===== src/rtl/fifo_burst_reader.sv =====
// Read-side burst controller: pops burst_len words from a registered-output FIFO
// and re-times them through a 3-entry queue onto a valid/ready stream.
module fifo_burst_reader #(
  parameter int unsigned DATA_WIDTH = 8,
  parameter int unsigned LEN_WIDTH  = 8
) (
  input  logic                  clk,
  input  logic                  rst,
  input  logic                  start,
  input  logic [LEN_WIDTH-1:0]  burst_len,
  output logic                  busy,
  output logic                  done,
  output logic [LEN_WIDTH-1:0]  words_left,
  input  logic                  fifo_empty,
  output logic                  fifo_rd,
  input  logic [DATA_WIDTH-1:0] fifo_data,
  output logic                  m_valid,
  input  logic                  m_ready,
  output logic [DATA_WIDTH-1:0] m_data,
  output logic                  m_last
);

  localparam int unsigned QDEPTH = 3;
  localparam int unsigned OCC_W  = 2;
  localparam int unsigned CMP_W  = 3;

  typedef enum logic [1:0] {S_IDLE, S_READ, S_DRAIN, S_DONE} state_t;

  state_t                 state_q, state_d;
  logic [LEN_WIDTH-1:0]   issue_cnt_q, issue_cnt_d;
  logic [LEN_WIDTH-1:0]   words_left_q, words_left_d;
  logic [OCC_W-1:0]       occ_q, occ_d;
  logic                   inflight_q;
  logic [DATA_WIDTH-1:0]  q_mem [QDEPTH];
  logic                   busy_q, done_q, m_valid_q, m_last_q;

  logic                   rd_c, pop_c, push_c;
  logic [OCC_W-1:0]       wr_idx_c;

  // Pop only when queue slots cover every word already requested; no m_ready path.
  always_comb begin
    rd_c     = (state_q == S_READ) && !fifo_empty && (issue_cnt_q != '0) &&
               ((CMP_W'(occ_q) + CMP_W'(inflight_q)) < CMP_W'(QDEPTH));
    pop_c    = (occ_q != '0) && m_ready;
    push_c   = inflight_q;
    wr_idx_c = pop_c ? (occ_q - OCC_W'(1)) : occ_q;
  end

  // Next-state and counter updates.
  always_comb begin
    state_d      = state_q;
    issue_cnt_d  = issue_cnt_q;
    words_left_d = words_left_q;
    occ_d        = occ_q + OCC_W'(push_c) - OCC_W'(pop_c);

    if (rd_c) issue_cnt_d = issue_cnt_q - LEN_WIDTH'(1);
    if (pop_c && (words_left_q != '0)) words_left_d = words_left_q - LEN_WIDTH'(1);

    case (state_q)
      S_IDLE: begin
        if (start) begin
          issue_cnt_d  = burst_len;
          words_left_d = burst_len;
          state_d      = (burst_len != '0) ? S_READ : S_DONE;
        end
      end
      S_READ:  if (issue_cnt_d == '0) state_d = S_DRAIN;
      S_DRAIN: if (words_left_d == '0) state_d = S_DONE;
      S_DONE:  state_d = S_IDLE;
      default: state_d = S_IDLE;
    endcase
  end

  always_ff @(posedge clk) begin
    if (rst) begin
      state_q      <= S_IDLE;
      issue_cnt_q  <= '0;
      words_left_q <= '0;
      occ_q        <= '0;
      inflight_q   <= 1'b0;
      busy_q       <= 1'b0;
      done_q       <= 1'b0;
      m_valid_q    <= 1'b0;
      m_last_q     <= 1'b0;
      for (int unsigned i = 0; i < QDEPTH; i++) q_mem[i] <= '0;
    end else begin
      state_q      <= state_d;
      issue_cnt_q  <= issue_cnt_d;
      words_left_q <= words_left_d;
      occ_q        <= occ_d;
      inflight_q   <= rd_c;
      busy_q       <= (state_d != S_IDLE);
      done_q       <= (state_d == S_DONE);
      m_valid_q    <= (occ_d != '0);
      m_last_q     <= (occ_d != '0) && (words_left_d == LEN_WIDTH'(1));
      // Head-at-index-0 shift queue; a push after the shift lands on the new tail.
      if (pop_c) begin
        q_mem[0] <= q_mem[1];
        q_mem[1] <= q_mem[2];
      end
      if (push_c) q_mem[wr_idx_c] <= fifo_data;
    end
  end

  assign busy       = busy_q;
  assign done       = done_q;
  assign words_left = words_left_q;
  assign fifo_rd    = rd_c;
  assign m_valid    = m_valid_q;
  assign m_data     = q_mem[0];
  assign m_last     = m_last_q;

endmodule


===== config.mk =====
export PLATFORM = sky130hd
export DESIGN_NAME = fifo_burst_reader
export DESIGN_NICKNAME = d
export VERILOG_FILES = /design/src/rtl/fifo_burst_reader.sv
export SDC_FILE = /design/constraint.sdc
export NUM_CORES = 1
export LEC_CHECK = 0
export CORE_MARGIN = 3
export CORE_UTILIZATION = 38
export CTS_CLUSTER_DIAMETER = 150
export DETAILED_ROUTE_END_ITERATION = 8
export PLACE_DENSITY_LB_ADDON = 0.08
export SYNTH_ARGS = -nofsm -noshare
export SYNTH_HDL_FRONTEND = slang
export SYNTH_SLANG_ARGS = --single-unit

===== constraint.sdc =====
create_clock -name clk -period 5.6 [get_ports clk]
set_clock_uncertainty 0.1 [all_clocks]
set_input_delay 0.84 -clock clk [delete_from_list [all_inputs] [get_ports clk]]
set_output_delay 0.84 -clock clk [all_outputs]
set_load 0.005 [all_outputs]

==> Word-level counts from Yosys, hierarchy flattened <==
Memories as Yosys holds them, arrays and structs flattened.
Cells that the tools add are included.
W data, S select, Z words.
{ "totals": {"regBits": 25, "mem_count": 1, "out_inout_bits": 21, "ramBits": 24} }
{ "classes": {"n_lt_le_gt_ge": 1, "bitwise_logic": 2, "mux": 25, "add_sub_neg": 6, "n_reduce_logical": 17, "eq_ne": 5} }
{ "mem_list": {"columns": ["memory", "depth", "word_bits", "rd", "rd_ports_with_merged_regs", "wr", "line_no", "source"], "rows": [
  ["q_mem", 3, 8, 3, 0, 3, "34", "logic [DATA_WIDTH-1:0] q_mem [QDEPTH];"]
]} }
{ "ops": {"columns": ["operator", "count"], "rows": [
  ["$mux W8", 9],
  ["$reduce_bool A8 Y1", 3],
  ["$logic_not A8 Y1", 2],
  ["$sub A8 B1 Y8 const B", 2],
  ["$mux W2", 6],
  ["$mux W1", 9],
  ["$eq A8 B1 Y1 const B", 1],
  ["$pmux W2 S4", 1],
  ["$reduce_or A8 Y1", 1],
  ["$eq A2 B2 Y1 const B", 3],
  ["$logic_and A1 B1 Y1", 6],
  ["$reduce_bool A2 Y1", 3],
  ["$add A2 B1 Y3", 1],
  ["$lt A3 B2 Y1 const B", 1],
  ["$add A2 B1 Y2", 1],
  ["$eq A2 B1 Y1 const B", 1],
  ["$logic_not A2 Y1", 1],
  ["$or A1 B1 Y1", 2],
  ["$sub A2 B1 Y2", 1],
  ["$sub A2 B1 Y2 const B", 1],
  ["$logic_not A1 Y1", 1]
]} }

==> Depth between registers and ports, before layout <==
Gate-level depths: netlist of run 1.
{ "depth": {"word_depth": 9, "mapped_depth": 12, "depth_no_buf": 12} }

==> Worst setup path before layout of run 1 <==
No wires, ideal clock.
{ "synth_path": {"path_type": "input -> register", "from": "input port m_ready", "to": "register m_last_q (netlist: m_last)", "required_ns": 5.404, "t_arrival_ns": 2.651, "slack_ns": 2.753, "cell_stages": 6, "setup_time_ns": 0.096, "path_buffers": 0, "path_cell_list": "or4b_2 > nor3_1 > mux2i_1 > a21oi_1 > or4_1 > nor4b_1"} }
{ "synth_via": {"elab_chain_len": 7, "elab_cells_between_ends": 9, "classes_between": "1 x add/sub; 1 x eq/ne; 3 x mux; 4 x reduce/logical"} }
{ "synth_rtl": {"columns": ["element", "line_no", "source"], "rows": [
  ["start, declared", "18", "input logic m_ready,"],
  ["$logic_and A1 B1 Y1 (*)", "44", "pop_c = (occ_q != '0) && m_ready;"],
  ["$logic_and A1 B1 Y1", "57", "if (pop_c && (words_left_q != '0)) words_left_d = words_left_q - LEN_WIDTH'(1);"],
  ["$mux W8", "57", null],
  ["$mux W8", "61", "if (start) begin"],
  ["$mux W8", "59", "case (state_q)"],
  ["$eq A8 B1 Y1", "95", "m_last_q <= (occ_d != '0) && (words_left_d == LEN_WIDTH'(1));"],
  ["$logic_and A1 B1 Y1 (*)", "95", null],
  ["end signal, assigned", "95", null],
  ["end, declared", "35", "logic busy_q, done_q, m_valid_q, m_last_q;"]
]} }
Every way passes the cells marked *; elsewhere a longest branch is shown, timed or not.
A chain may end at the register's enable or synchronous reset.

==> Worst setup path after layout of run 1 <==
{ "layout_path": {"from": "input port fifo_empty", "to": "output port fifo_rd"} }
{ "layout_via": {"elab_chain_len": 4} }
{ "layout_rtl": {"columns": ["element", "line_no", "source"], "rows": [
  ["start, declared", "14", "input logic fifo_empty,"],
  ["$logic_not A1 Y1", "42", "rd_c = (state_q == S_READ) && !fifo_empty && (issue_cnt_q != '0) &&"],
  ["$logic_and A1 B1 Y1 (3 in series)", "42", null],
  ["end, declared", "15", "output logic fifo_rd,"]
]} }
Every way passes these cells.

==> results of run 1 <==
## per-layer routing
metal	vias to the layer above	share of wire, %
met5	-	0
met4	0	0.60
met3	3	3.6
met2	38	41
met1	925	54
li1	1053	-
## cells in the mapped netlist, drive strengths merged, types with 7 or more instances
library cell | count | area (sq um)
o21ai | 20 | 100
nor3 | 8 | 40.0
and2 | 9 | 56.3
ha | 9 | 113
a21oi | 15 | 75.1
nand3 | 11 | 55.1
nor2 | 17 | 63.8
a211oi | 7 | 57.6
nand2 | 25 | 93.8
inv | 19 | 71.3
nor2b | 9 | 56.3
dfxtp | 25 | 500
clkbuf | 8 | 30.0
edfxtp | 24 | 721
## tightest hold or removal path, stage by stage (launching register included)
cell and delay (ps):
edfxtp_1 330, nand3_1 60, o21ai_0 60
## through the flow
| step | util, % | area, sq um | cells |
|---|---|---|---|
| 2_1_floorplan | - | 2540 | 272 |
| 3_3_place_gp | 47.1 | 3020 | 382 |
| 3_5_place_dp | 47.1 | 3020 | 382 |
| 4_1_cts | 48.4 | 3110 | 390 |
| 5_1_grt | 48.4 | 3110 | 390 |
| 6_report | 48.4 | 3110 | 390 |
## logic make-up (layout without fill, tap and decap cells)
kind of cell / Yosys count / after routing / share of synthesized area (%)
flip-flops: 49 / 49 / 48.0
adder cells (fa/ha/maj): 9 / 9 / 4.43
multiplexers: 6 / 6 / 2.36
XOR/XNOR: 8 / 8 / 2.75
AND/OR/NAND/NOR: 113 / 113 / 23.9
AO/OA/AOI/OAI: 59 / 59 / 14.4
buffers and inverters: 28 / 69 / 4.13
## state kept, by name, summed over array words and instances, names as in the netlist
signal and cells:
q_mem 24, inflight_q 1, words_left 8, done 1
m_valid 1, occ_q 2, busy 1, state_q 2
m_last 1, issue_cnt_q 8
## worst paths after layout
check	slack, ps	depth (start not counted)	from	endpoint
min reg2reg	450	2	q_mem[1][3]	q_mem[0][3]
max	1910	4	fifo_empty	fifo_rd
max reg2reg	2570	8	occ_q[0]	m_last
min	450	2	q_mem[1][3]	q_mem[0][3]
## final cells by class
cell class	count	area, sq um
fillers	614	3320
flip-flops and latches	49	1220
multi-input cells	195	1220
repair buffers	42	418
well taps	77	96.3
clock buffers	7	76.3
inverters	19	71.3
clock inverters	1	5.00
## power by group
part	switching (mW)	internal, mW	total, mW
Sequential	0.0440	0.440	0.484
Combinational	0.190	0.173	0.364
Clock	0.113	0.0879	0.201
Total	0.347	0.701	1.05
==> impl_metrics.yaml, run 1 <==
routing:
  vias: 2019
  pre_repair_dr_iteration_count: 4
  routed_wl_microns: 5670
  ant_nets: 0
  wire_per_inst_microns: 14.5
  dr.first_iter.drc_count: 116
  detail_route.drc_violations: 0
  viasPerCell: 5.18
layout:
  layout.cells.most_common_list: "clkdlybuf4s50_1, nand2_1, dfxtp_1, edfxtp_1, o21ai_0"
  layout.cells.most_common: "clkdlybuf4s50_1"
  antenna_cells: 0
  area_growth_pct: 22.1
  final_nets: 342
  layout-drive-gt1-share_pct: 5.11
die:
  io-pin-count: 42
  dieArea_sq_um: 7710
  fp.dieH_microns: 87.8
  design.core.area_sq_um: 6420
  rows: 29
  die_x_microns: 87.8
  initial_core_util_pct: 39.6
flow_run:
  max_cap_viol_count: 0
critical_path:
  critical_path.n_buffers_inverters: 2
  cp.required_ps: 4660
  crit_path_end_kind: "output port"
  slowest_stage: "clkdlybuf4s50_1"
  crit_path_cell_trace: "clkdlybuf4s50_1, a211o_1, a211oi_2, clkdlybuf4s50_1"
  worstSetupStartpointType: "input port"
  critical-path-top-delay-family: "buffers and inverters"
  max_stage_delay_on_crit_path_ps: 630
  timing.setup.critical_path_class: "in -> out"
  critical_path_peak_fanout: 8
  critPathArrivalTime_ps: 2750
  cell_type_with_the_highest_occurrence_count_on_the_critical_path: "clkdlybuf4s50_1"
yosys:
  postSynthCellCount: 272
  synth.avg_cell_area_sq_um: 9.35
  ys_async_sr_fraction_pct: 0
  yosysSeqAreaShare_pct: 48.0
  synth_flop_cell: "dfxtp_1"
  synth-seq-cells: 49
  netlist_area_sq_um: 2540
  ys_warn_count: 0
  synth_enable_flop_cells: 24
  synth.net_count: 302
  synth_cell_types: 40
clock_network:
  tritoncts.num_buffers: 5
  clock_tree.root_cell: "clkbuf_8"
  post_cts_resized: 0
  clock_sink_count: 49
  clock_tree_from_tritoncts: "built"
  cts.hold.buffers_added: 0
  h-tree-depth: 2
  clkTransAtPathRegs_ps: 80
  cts_setup_buffers: 0
  clock_latency_ps: 300
  clock_path_buffers: 2
timing:
  final_max_slew_viol_count: 0
  finalSetupTns_ps: 0
  postLayoutSetupSlackWorst_ps: 1910
  final_setup_fails: 0
  rsz0062_at_grt: "false"
  slew_headroom_pct: 29.1
  clock.fmax_mhz: 271
  fin_hold_viols: 0
  final_min_period_over_clock_period_pct: 65.9
  fin_hold_ws_ps: 451
  tightest_slew_ps: 1060
  min_period_ps: 3690
status:
  status: "finished, final reports clean"
power_and_ir_drop:
  p_per_area_nw_per_um2: 338
  finalPower_mw: 1.05
  vdd_drop_max_mv: 0.181
  p_leak_nw: 1.12
placement:
  buffer_ports.inserted: 41
  place_worst_setup_slack_ps: 1950
  hpwlAfterDp_microns: 4250
  gpl_wtd_cong: 0.823
grt:
  grt_overflow: 0
  antenna_violations_before_repair: 0
  global_route.usage.total_pct: 16.2
  grt_use_met1_pct: 25.5
  via_count_of_the_first_global_routing_pass: 1898
  grt_first_pass_wirelength_microns: 9600
  grt_max_degree: 30
  groute.layer.met3.usage_pct: 2.82
  top_usage_layer: "met1"
  globalRouteMet2Util_pct: 22.3
hold_path:
  min_path_type: "reg -> reg"
No activity file was read; power rests on OpenSTA's default activity.
==> inputs of run 2 (changes only) <==
==> constraint.sdc (replaced) <==
create_clock -name clk -period 3.2 [get_ports clk]
set_clock_uncertainty 0.1 [all_clocks]
set_input_delay 0.48 -clock clk [delete_from_list [all_inputs] [get_ports clk]]
set_output_delay 0.48 -clock clk [all_outputs]
set_load 0.005 [all_outputs]
==> run 2 against run 1 <==
Net effect:
- worst setup slack worse by 1700 ps
- final cell count up 1.5%
- core utilization up 1.2 points
- clock-buffer cell count is 1 lower
- flip-flop and latch count unchanged
- critical endpoint is now m_last
- highest routed layer unchanged
==> impl_metrics.yaml, run 2 (synthesis results as in run 1) <==
layout:
  antenna_cells: 0
  layout.cells.most_common_list: "clkdlybuf4s50_1, nand2_1, dfxtp_1, edfxtp_1, o21ai_0"
  largest_register_ffs: 24
  largest-register: "q_mem"
  layoutNonFillerInstCount: 396
  filler_cell_count: 630
  layout.cells.most_common: "clkdlybuf4s50_1"
  multi_input_comb_area_sq_um: 1220
  regArea_sq_um: 1220
  final_nets: 348
  area_growth_pct: 25.0
  layout-drive-gt1-share_pct: 7.21
clock_network:
  clock_tree.root_cell: "clkbuf_8"
  h-tree-depth: 2
  clock_path_buffers: 2
  clock_sink_count: 49
  cts.hold.buffers_added: 0
  cts_setup_buffers: 0
  post_cts_resized: 0
  clock_tree_from_tritoncts: "built"
  clkTransAtPathRegs_ps: 90
  tritoncts.num_buffers: 5
  clock_latency_ps: 300
critical_path:
  crit_path_end_kind: "flip-flop"
  critPathArrivalTime_ps: 3080
  critical-path-top-delay-family: "simple AND/OR/NAND/NOR gates"
  timing.setup.critical_path_class: "reg -> reg"
  cp.required_ps: 3300
  worstSetupStartpointType: "flip-flop"
  critical_path.n_buffers_inverters: 1
  max_stage_delay_on_crit_path_ps: 660
  critical_path_peak_fanout: 5
  crit_path_cell_trace: "inv_1, ha_1, or4b_2, nor3_1, mux2i_1, a21oi_1, or4_1, nor4b_1"
  slowest_stage: "or4b_2"
flow_run:
  max_cap_viol_count: 0
status:
  status: "finished, final reports clean"
grt:
  grt_overflow: 0
  global_route.usage.total_pct: 15.9
  grt_max_degree: 27
  via_count_of_the_first_global_routing_pass: 1921
  grt_first_pass_wirelength_microns: 9470
  antenna_violations_before_repair: 0
timing:
  final_setup_fails: 0
  tightest_slew_ps: 1050
  final_max_slew_viol_count: 0
  postLayoutSetupSlackWorst_ps: 218
  fin_hold_viols: 0
  min_period_ps: 2980
  slew_headroom_pct: 30.0
  final_min_period_over_clock_period_pct: 93.2
  fin_hold_ws_ps: 454
  clock.fmax_mhz: 335
  rsz0062_at_grt: "false"
  finalSetupTns_ps: 0
die:
  fp.dieH_microns: 87.8
  die_x_microns: 87.8
  io-pin-count: 42
  dieArea_sq_um: 7710
  rows: 29
  initial_core_util_pct: 39.6
  design.core.area_sq_um: 6420
routing:
  wire_per_inst_microns: 14.8
  vias: 2070
  routed_wl_microns: 5880
  ant_nets: 0
  dr.first_iter.drc_count: 103
  viasPerCell: 5.23
  pre_repair_dr_iteration_count: 4
  detail_route.drc_violations: 0
power_and_ir_drop:
  p_leak_nw: 1.16
  p_per_area_nw_per_um2: 612
  finalPower_mw: 1.95
  vdd_drop_max_mv: 0.268
placement:
  place_worst_setup_slack_ps: 48.4
  buffer_ports.inserted: 41
  gpl_wtd_cong: 0.813
  place_inst: 388
  hpwlAfterDp_microns: 4430
hold_path:
  min_path_type: "reg -> reg"
[run 2: area by class of cell]
type                            instances  area share, %
Tap cell                               77           3.03
Clock buffer                            6           2.28
Timing Repair Buffer                   48           14.6
Clock inverter                          2           1.22
Sequential cell                        49           38.4
Inverter                               19           2.24
Multi-Input combinational cell        195           38.3
[run 2: metal layers]
| metal | share of wire [%] | vias to the layer above | global-route usage (%) | wire [microns] |
|---|---|---|---|---|
| met3 | 4.4 | 6 | 3.20 | 259 |
| li1 | - | 1065 | - | - |
| met4 | 1.1 | 0 | 4.18 | 64 |
| met1 | 53 | 951 | 23.8 | 3110 |
| met5 | 0 | - | 0 | 0 |
| met2 | 42 | 48 | 23.2 | 2450 |
[run 2: worst paths after layout]
path | startpoint | endpoint | slack [ps] | cells past startpoint
setup / recovery | occ_q[0] | m_last | 220 | 8
hold reg to reg | q_mem[1][3] | q_mem[0][3] | 450 | 2
setup reg to reg | occ_q[0] | m_last | 220 | 8
hold / removal | q_mem[1][3] | q_mem[0][3] | 450 | 2
[run 2: where the power goes]
group | leakage, nW | switching, mW | internal, mW
registers | 0.456 | 0.0790 | 0.770
clock network | 0.0554 | 0.204 | 0.235
logic | 0.651 | 0.338 | 0.321
[run 2: worst register-to-register path, delay by kind of cell (launching register included)]
| family | cells | cell delay, ps |
|---|---|---|
| and+or+nand+nor | 4 | 1650 |
| AOI/OAI and AO/OA | 1 | 100 |
| adders and majority gates | 1 | 240 |
| buffers and inverters | 1 | 120 |
| DFF | 1 | 410 |
| muxes | 1 | 260 |
[run 2: metrics by stage]
| step | utilization (%) | area, sq um |
|---|---|---|
| floorplan | - | 2540 |
| global placement | 47.8 | 3070 |
| detailed placement | 47.8 | 3070 |
| CTS | 49.5 | 3180 |
| global route | 49.5 | 3180 |
| finish | 49.5 | 3180 |
==> inputs of run 3 (changes only) <==
--- a/config.mk
+++ b/config.mk
@@ -10,6 +10,7 @@
 export CTS_CLUSTER_DIAMETER = 150
 export DETAILED_ROUTE_END_ITERATION = 8
 export PLACE_DENSITY_LB_ADDON = 0.08
+export SKIP_CTS_REPAIR_TIMING = 1
 export SYNTH_ARGS = -nofsm -noshare
 export SYNTH_HDL_FRONTEND = slang
 export SYNTH_SLANG_ARGS = --single-unit
==> results of run 3 <==
Final layout, timing and power as in run 2 (identical DEF).
